===== config.mk =====
export PLATFORM = sky130hd
export DESIGN_NAME = restoring_divider_seq
export DESIGN_NICKNAME = d
export VERILOG_FILES = /design/src/rtl/restoring_divider_seq.sv
export SDC_FILE = /design/constraint.sdc
export NUM_CORES = 1
export LEC_CHECK = 0
export CAP_MARGIN = 20
export CORE_MARGIN = 2
export CORE_UTILIZATION = 60
export DETAILED_ROUTE_END_ITERATION = 10
export DONT_BUFFER_PORTS = 1
export GPL_ROUTABILITY_DRIVEN = 0
export HOLD_SLACK_MARGIN = 0.05
export PLACE_DENSITY = 0.87
export SYNTH_ARGS = -nofsm -noshare
export SYNTH_HDL_FRONTEND = slang
export SYNTH_SLANG_ARGS = --single-unit

===== constraint.sdc =====
create_clock -name clk -period 2.6 [get_ports clk]
set_clock_uncertainty 0.05 [all_clocks]
set_input_delay 0.13 -clock clk [delete_from_list [all_inputs] [get_ports clk]]
set_output_delay 0.13 -clock clk [all_outputs]
set_load 0.02 [all_outputs]

===== src/rtl/restoring_divider_seq.sv =====
// Sequential restoring divider: one quotient bit per clock via shift-and-subtract,
// start/busy/done handshake. Define DIVIDER_SIGNED_EN for two's-complement operands.
module restoring_divider_seq #(
  parameter int WIDTH = 4
) (
  input  logic             clk,
  input  logic             rst,
  input  logic             start,
  input  logic [WIDTH-1:0] dividend,
  input  logic [WIDTH-1:0] divisor,
  output logic [WIDTH-1:0] quotient,
  output logic [WIDTH-1:0] remainder,
  output logic             busy,
  output logic             done,
  output logic             div_by_zero
);

  typedef enum logic [1:0] {S_IDLE, S_RUN, S_DONE} state_t;

  localparam int CNT_W = $clog2(WIDTH + 1);

  state_t           r_state;
  logic [CNT_W-1:0] r_cnt;
  logic [WIDTH-1:0] r_q;
  logic [WIDTH-1:0] r_r;
  logic [WIDTH-1:0] r_div;
  logic [WIDTH-1:0] r_quot;
  logic [WIDTH-1:0] r_rem;
  logic             r_busy;
  logic             r_done;
  logic             r_dbz;

  logic [WIDTH-1:0] w_a_mag;
  logic [WIDTH-1:0] w_b_mag;
  logic [WIDTH:0]   w_rsh;
  logic [WIDTH:0]   w_t;
  logic [WIDTH-1:0] w_q_next;
  logic [WIDTH-1:0] w_r_next;
  logic [WIDTH-1:0] w_q_fin;
  logic [WIDTH-1:0] w_r_fin;

`ifdef DIVIDER_SIGNED_EN
  logic r_neg_q;
  logic r_neg_r;

  // Most-negative magnitude wraps to itself, which is correct as an unsigned value.
  assign w_a_mag = dividend[WIDTH-1] ? (~dividend + 1'b1) : dividend;
  assign w_b_mag = divisor[WIDTH-1]  ? (~divisor + 1'b1)  : divisor;
  assign w_q_fin = r_neg_q ? (~w_q_next + 1'b1) : w_q_next;
  assign w_r_fin = r_neg_r ? (~w_r_next + 1'b1) : w_r_next;
`else
  assign w_a_mag = dividend;
  assign w_b_mag = divisor;
  assign w_q_fin = w_q_next;
  assign w_r_fin = w_r_next;
`endif

  // Partial remainder always stays below the divisor, so WIDTH bits hold it between steps.
  assign w_rsh    = {r_r, r_q[WIDTH-1]};
  assign w_t      = w_rsh + {1'b1, ~r_div} + {{WIDTH{1'b0}}, 1'b1};
  assign w_q_next = {r_q[WIDTH-2:0], ~w_t[WIDTH]};
  assign w_r_next = w_t[WIDTH] ? w_rsh[WIDTH-1:0] : w_t[WIDTH-1:0];

  always_ff @(posedge clk) begin
    if (rst) begin
      r_state <= S_IDLE;
      r_cnt   <= '0;
      r_q     <= '0;
      r_r     <= '0;
      r_div   <= '0;
      r_quot  <= '0;
      r_rem   <= '0;
      r_busy  <= 1'b0;
      r_done  <= 1'b0;
      r_dbz   <= 1'b0;
`ifdef DIVIDER_SIGNED_EN
      r_neg_q <= 1'b0;
      r_neg_r <= 1'b0;
`endif
    end else begin
      case (r_state)
        S_IDLE: begin
          r_done <= 1'b0;
          if (start) begin
            if (divisor == '0) begin
              // Result loads now; done rises on the following edge.
              r_state <= S_DONE;
              r_quot  <= '1;
              r_rem   <= dividend;
              r_dbz   <= 1'b1;
            end else begin
              r_state <= S_RUN;
              r_q     <= w_a_mag;
              r_r     <= '0;
              r_div   <= w_b_mag;
              r_cnt   <= CNT_W'(WIDTH);
              r_busy  <= 1'b1;
              r_dbz   <= 1'b0;
`ifdef DIVIDER_SIGNED_EN
              r_neg_q <= dividend[WIDTH-1] ^ divisor[WIDTH-1];
              r_neg_r <= dividend[WIDTH-1];
`endif
            end
          end
        end
        S_RUN: begin
          r_q   <= w_q_next;
          r_r   <= w_r_next;
          r_cnt <= r_cnt - 1'b1;
          if (r_cnt == CNT_W'(1)) begin
            r_state <= S_DONE;
            r_busy  <= 1'b0;
            r_done  <= 1'b1;
            r_quot  <= w_q_fin;
            r_rem   <= w_r_fin;
          end
        end
        S_DONE: begin
          if (r_done) begin
            r_done  <= 1'b0;
            r_state <= S_IDLE;
          end else begin
            r_done  <= 1'b1;
          end
        end
        default: r_state <= S_IDLE;
      endcase
    end
  end

  assign quotient    = r_quot;
  assign remainder   = r_rem;
  assign busy        = r_busy;
  assign done        = r_done;
  assign div_by_zero = r_dbz;

endmodule


==> results of run 1 <==
[cell usage after synthesis, drive strengths merged, types with 2 or more instances]
library cell	instances	area share, %
o31ai	2	1.0
nor2	20	5.1
inv	12	3.1
clkbuf	6	1.5
nand2b	6	2.7
dfxtp	28	38
o211ai	2	1.0
a21boi	2	1.0
o21ai	5	1.7
nand2	19	5.0
mux2i	6	4.1
a211oi	3	1.5
ha	10	8.5
a31oi	3	1.3
nor3	2	0.68
xor2	2	2.5
a311oi	3	1.8
and2	2	0.85
a21oi	14	5.6
o22ai	4	1.7
nand3	9	3.1
buf	2	0.85
[how the worst min path moves through the flow]
stage / from / endpoint / depth (start not counted)
3_5_place_dp: rst / div_by_zero$_SDFFE_PP0P_ / 1
4_1_cts: start / r_div[0]$_SDFFE_PP0P_ / 3
3_3_place_gp: rst / remainder[3]$_SDFFE_PP0P_ / 1
2_1_floorplan: divisor[0] / r_div[0]$_SDFFE_PP0P_ / 2
5_1_grt: divisor[2] / r_state[0]$_SDFFE_PP0P_ / 3
6_report: start / r_div[0]$_SDFFE_PP0P_ / 3
[critical path, delay by kind of cell (launching register included)]
kind / cells / cell delay, ns
xor gates and xnor gates: 1 / 0.27
adders and majority gates: 2 / 0.62
AOI/OAI and AO/OA: 2 / 0.33
and+or+nand+nor: 2 / 0.57
DFF: 1 / 0.39
muxes: 1 / 0.14
buffers and inverters: 1 / 0.06
[state kept, by name, indices dropped and copies added (netlist names)]
| name | flops |
|---|---|
| r_div | 4 |
| r_state | 2 |
| quotient | 4 |
| div_by_zero | 1 |
| done | 1 |
| busy | 1 |
| remainder | 4 |
| r_q | 4 |
| r_r | 4 |
| r_cnt | 3 |
[area by class of cell]
cell class                      instances  area (sq um)
Clock buffer                            3         22.52
Fill cell                             171         645.6
Inverter                               13         48.80
Multi-Input combinational cell        125         819.5
Sequential cell                        28         560.5
Tap cell                               28         35.03
Timing Repair Buffer                   13         122.6
[power groups by stage]
stage	sequential [mW]	clock (mW)	combinational, mW
6_report	0.630	0.184	0.703
5_1_grt	0.639	0.195	0.784
4_1_cts	0.627	0.184	0.668
3_5_place_dp	0.637	0	0.644
3_3_place_gp	0.630	0	0.614
2_1_floorplan	0.614	0	0.547
[cells by family after synthesis]
| kind of cell | count (synthesis) | synth area share [%] |
|---|---|---|
| buffers and inverters | 21 | 5.726 |
| AND/OR/NAND/NOR | 63 | 19.74 |
| XOR/XNOR | 3 | 3.077 |
| AO/OA/AOI/OAI | 41 | 18.38 |
| adder cells (fa/ha/maj) | 11 | 9.915 |
| multiplexers | 7 | 4.872 |
| flip-flops | 28 | 38.29 |
[stage by stage]
step	setup slack, ns	hold slack (ns)
after global routing	0.0002445	0.1098
after CTS	0.1173	0.08386
after global placement	0.2769	0.1506
final	0.1203	0.08560
after detailed placement	0.1632	0.1560
after floorplan	0.3277	0.2160
[per-layer routing]
metal  track usage [%]  vias to the layer above
met5                 0                        -
met2             44.24                       41
met3             6.780                        9
met1             30.05                      613
li1                  -                      619
met4             13.25                        0
[repair_timing]
item,4_1_cts,5_1_grt
setup buffers,0,2
hold buffers,10,0
hold endpoints to repair,28,0
setup endpoints to repair,0,1
==> reports/metrics.yaml, run 1 <==
status:
  status: "finished clean"
route:
  drt-initial-drc-count: 50
  drt-pass1-iter-count: 4
  dr_wl_met2_microns: 1618
  routed_wl_microns: 3307
  antenna_left: 0
  vias: 1282
  wl_met1_microns: 1427
  top_layer: "met4"
  wl_per_cell_microns: 15.75
  wl_met3_microns: 172
  drc: 0
  drt-vias-per-instance: 6.105
worst_setup_path:
  critical_path_class: "flop to flop"
  rrSetupSlack_ns: 0.12
  r2r-end: "r_r[2]$_SDFFE_PP0P_"
  crit_fanout: 8
  crit_path_end: "r_r[2]$_SDFFE_PP0P_"
  cp_slowest_cell: "fa_1"
  ff2ff_path_depth: 9
  cp.required_ns: 2.83
  crit_start: "r_q[3]$_SDFFE_PP0P_"
  rr_startpoint: "r_q[3]$_SDFFE_PP0P_"
  critical_path.endpoint_type: "flop"
  cpPeakStageDelay_ns: 0.40
  crit_path_cell_trace: "inv_1, ha_1, fa_1, nand2b_2, a21oi_4, xor2_4, mux2i_1, or3_1, a21oi_1"
  crit_arrival_ns: 2.71
  setup.worst_path.start_class: "flop"
yosys:
  ys_ff_latch: 28
  postSynthAreaPerCell_sq_um: 8.413
  synthFlopType: "dfxtp_1"
  synthArstFlopShare_pct: 0
  seq_area_frac_synth_pct: 38.29
  synth_warnings: 0
  postSynthCellCount: 174
  syn_nets: 196
  synth-edff-count: 0
  yosysUniqueCellTypes: 40
  syn_area_sq_um: 1464
timing:
  period_share_pct: 95.37
  fmax_mhz: 403.3
  slew_viol_final: 0
  period_needed_ns: 2.480
  finalSetupTns_ns: 0
  setup_viol: 0
  slew_headroom_pct: 41.23
  grt_setup_unrepaired: "no"
  worst_pin_slew_ns: 0.8787
  hold_viol_final: 0
die:
  std_cell_rows: 17
  die_area_sq_um: 2851
  die_h_microns: 53.40
  pin_count: 22
  core_sq_um: 2255
  die_width_microns: 53.40
  start_util_pct: 64.93
clocking:
  cts_resized: 0
  cts_tree: "yes"
  h-tree-depth: 1
  cts.root.buffer_cell: "clkbuf_4"
  clkLatencyLatePin_ns: 0.34
  cts_made_buffers: 3
  cts_buffer_depth: 2
  cts.sinks: 28
  clkTransAtPathRegs_ns: 0.15
pwr:
  sw_frac_of_total_pct: 43.09
  leakagePower_nw: 0.6190
  irDropWorstVdd_uv: 586.3
  p_sw_mw: 0.6536
  p_per_area_nw_per_um2: 942.6
  power_mw: 1.517
  p_int_mw: 0.8631
  combPwrFrac_pct: 46.3
  clockPowerShare_pct: 12.2
  p_seq_share_pct: 41.5
grt:
  antenna_found_initial: 0
  grtUsageTotal_pct: 26.17
  grt_max_degree: 26
  gr-total-overflow: 0
  grt_pass1_wl_microns: 5285
  grt_pass1_vias: 1215
placed_design:
  io_buffers: 0
  post-place-cells: 195
  place_area_sq_um: 1471
  dp_hpwl_microns: 2314
cells_and_area:
  drive_above_1_share_pct: 5.495
  nets: 206
  area_growth_pct: 9.914
  diodes: 0
  final_util_pct: 71.37
  fin_cells: 210
  design_area_sq_um: 1609
  final_common_cell: "dfxtp_1"
  final_cell_mix: "dfxtp_1, nor2_1, nand2_1"
min_path:
  holdCritPathClass: "input pin to flop"
job:
  drv_cap: 0
Note: power is estimated with default switching activity, not from simulation.
==> run 2: changes to the inputs <==
--- a/config.mk
+++ b/config.mk
@@ -5,6 +5,7 @@
 export SDC_FILE = /design/constraint.sdc
 export NUM_CORES = 1
 export LEC_CHECK = 0
+export ABC_AREA = 1
 export CAP_MARGIN = 20
 export CORE_MARGIN = 2
 export CORE_UTILIZATION = 60
==> reports/metrics.yaml, run 2 <==
timing:
  worst_pin_slew_ns: 0.5422
  slew_headroom_pct: 63.85
  slew_viol_final: 0
  setup_viol: 0
  period_share_pct: 81.04
  hold_viol_final: 0
  finalSetupTns_ns: 0
  whs_ns: 0.06230
  period_needed_ns: 2.107
  grt_setup_unrepaired: "no"
  fmax_mhz: 474.6
yosys:
  postSynthAreaPerCell_sq_um: 6.993
  synthArstFlopShare_pct: 0
  synth.largest_area_cell: "dfxtp_1"
  synth_warnings: 0
  ys_ff_latch: 28
  synth_top_cells_by_count: "nand2_1, inv_1, dfxtp_1, nand3_1, a21oi_1"
  synthFlopType: "dfxtp_1"
  synth.most_common_cell: "nand2_1"
  syn_area_sq_um: 1615
  synth_top_area_share_pct: 34.70
  synthMuxAreaShare_pct: 0
  synth-compound-area-share_pct: 14.79
  yosysUniqueCellTypes: 26
  synth_simple_gate_area_share_pct: 28.12
  syn_nets: 253
  yosys-top-cells-area: "dfxtp_1, nand2_1, inv_1"
  synth_top_family_by_area: "simple AND/OR/NAND/NOR gates"
  synthAdderAreaFrac_pct: 8.985
  seq_area_frac_synth_pct: 34.70
  synth-edff-count: 0
  postSynthCellCount: 231
  synth_xor_area_share_pct: 0.5422
grt:
  use_met2_pct: 39.46
  grt_pass1_wl_microns: 5616
  grt_pass1_vias: 1359
  antenna_found_initial: 0
  grt.met3_usage_pct: 3.488
  grtUsageTotal_pct: 22.87
  grt_busiest_layer: "met2"
  globalRouteMet1Util_pct: 27.66
  grt_max_degree: 18
  gr-total-overflow: 0
clocking:
  postCtsSetupRepairBufs: 0
  cts.sinks: 28
  cts_made_buffers: 3
  h-tree-depth: 1
  cts.root.buffer_cell: "clkbuf_4"
  cts_resized: 0
  cts_buffer_depth: 2
  clkLatencyLatePin_ns: 0.33
  cts_tree: "yes"
  clkTransAtPathRegs_ns: 0.14
worst_setup_path:
  critical_path_class: "flop to flop"
  rrSetupSlack_ns: 0.49
  ff2ff_path_depth: 11
  crit_path_cell_trace: "inv_1, ha_1, inv_2, a21oi_1, nor2_2, nand2_2, inv_2, nor2_1, nor2_1, nand2_1, inv_1"
  rr_startpoint: "r_state[1]$_SDFFE_PP0P_"
  critical_path.endpoint_type: "flop"
  setup.worst_path.start_class: "flop"
  cp_slowest_cell: "ha_1"
  cpPeakStageDelay_ns: 0.50
  crit_fanout: 17
  cp.required_ns: 2.80
  r2r-end: "remainder[2]$_SDFFE_PP0P_"
  crit_arrival_ns: 2.30
min_path:
  min_to: "r_q[1]$_SDFFE_PP0P_"
  holdCritPathClass: "input pin to flop"
  whs_path_depth: 4
  min_from: "dividend[1]"
die:
  core_sq_um: 2522
  pin_count: 22
  start_util_pct: 64.04
  die_area_sq_um: 3123
  std_cell_rows: 18
  die_width_microns: 55.89
  die_h_microns: 55.89
cells_and_area:
  final_common_cell: "nand2_1"
  diodes: 0
  final_cell_mix: "nand2_1, inv_1, nand3_1, dfxtp_1, a21oi_1"
  drive_above_1_share_pct: 7.531
  area_growth_pct: 8.675
  final_util_pct: 69.59
  nets: 262
  design_area_sq_um: 1755
status:
  status: "finished clean"
route:
  drc: 0
  antenna_left: 0
  vias: 1418
  wl_per_cell_microns: 12.03
  drt-pass1-iter-count: 4
  routed_wl_microns: 3236
  drt-vias-per-instance: 5.271
  drt-initial-drc-count: 46
placed_design:
  io_buffers: 0
  dp_hpwl_microns: 2389
  place_area_sq_um: 1603
pwr:
  p_per_area_nw_per_um2: 1143
  power_mw: 2.007
  irDropWorstVdd_uv: 809.1
  leakagePower_nw: 0.8717
job:
  drv_cap: 0
run 2: logic make-up after synthesis:
kind of cell,after synthesis
buf+inv,48
xor+xnor,1
fa+ha+maj,11
compound gates,45
flops,28
simple gates,98
run 2: worst max path at each step:
stage / to / cells after the start / start
3_3_place_gp: remainder[3]$_SDFFE_PP0P_ / 11 / r_state[1]$_SDFFE_PP0P_
6_report: remainder[2]$_SDFFE_PP0P_ / 11 / r_state[1]$_SDFFE_PP0P_
4_1_cts: remainder[1]$_SDFFE_PP0P_ / 11 / r_state[1]$_SDFFE_PP0P_
3_5_place_dp: remainder[1]$_SDFFE_PP0P_ / 11 / r_state[1]$_SDFFE_PP0P_
2_1_floorplan: r_r[3]$_SDFFE_PP0P_ / 11 / r_q[3]$_SDFFE_PP0P_
5_1_grt: remainder[2]$_SDFFE_PP0P_ / 11 / r_state[1]$_SDFFE_PP0P_
run 2: layout make-up:
type / instances / area (sq um)
Fill cell: 201 / 767.0
Inverter: 42 / 157.7
Sequential cell: 28 / 560.5
Tap cell: 30 / 37.54
Clock buffer: 3 / 22.52
Timing Repair Buffer: 10 / 100.1
Clock inverter: 1 / 30.03
Multi-Input combinational cell: 155 / 847.1
run 2: layer usage:
| layer | up-vias | part of all wire [%] |
|---|---|---|
| li1 | 748 | - |
| met3 | 7 | 4.4 |
| met2 | 32 | 49 |
| met5 | - | 0 |
| met1 | 631 | 44 |
| met4 | 0 | 2.3 |
run 2: through the flow:
stage	std cells	setup slack (ns)
finish	269	0.4929
global route	269	0.2605
CTS	269	0.5358
detailed placement	255	0.5826
global placement	255	0.6281
floorplan	231	0.9069
run 2: where the power goes:
part	internal, mW	total (mW)	switching [mW]
combinational	0.356	1.00	0.646
sequential	0.567	0.724	0.156
clock	0.156	0.281	0.125
total	1.08	2.01	0.928
run 2: worst max-delay path: cells and delay by family, from the launching register on:
kind                     cells  cell delay, ns
AO/OA/AOI/OAI                1            0.25
adder cells (fa/ha/maj)      1            0.50
buffers and inverters        4            0.43
flip-flops                   1            0.37
AND/OR/NAND/NOR              5            0.44
run 2: repair_timing:
action	4_1_cts	5_1_grt
hold endpoints to repair	16	0
setup endpoints to repair	0	0
hold buffers	10	0
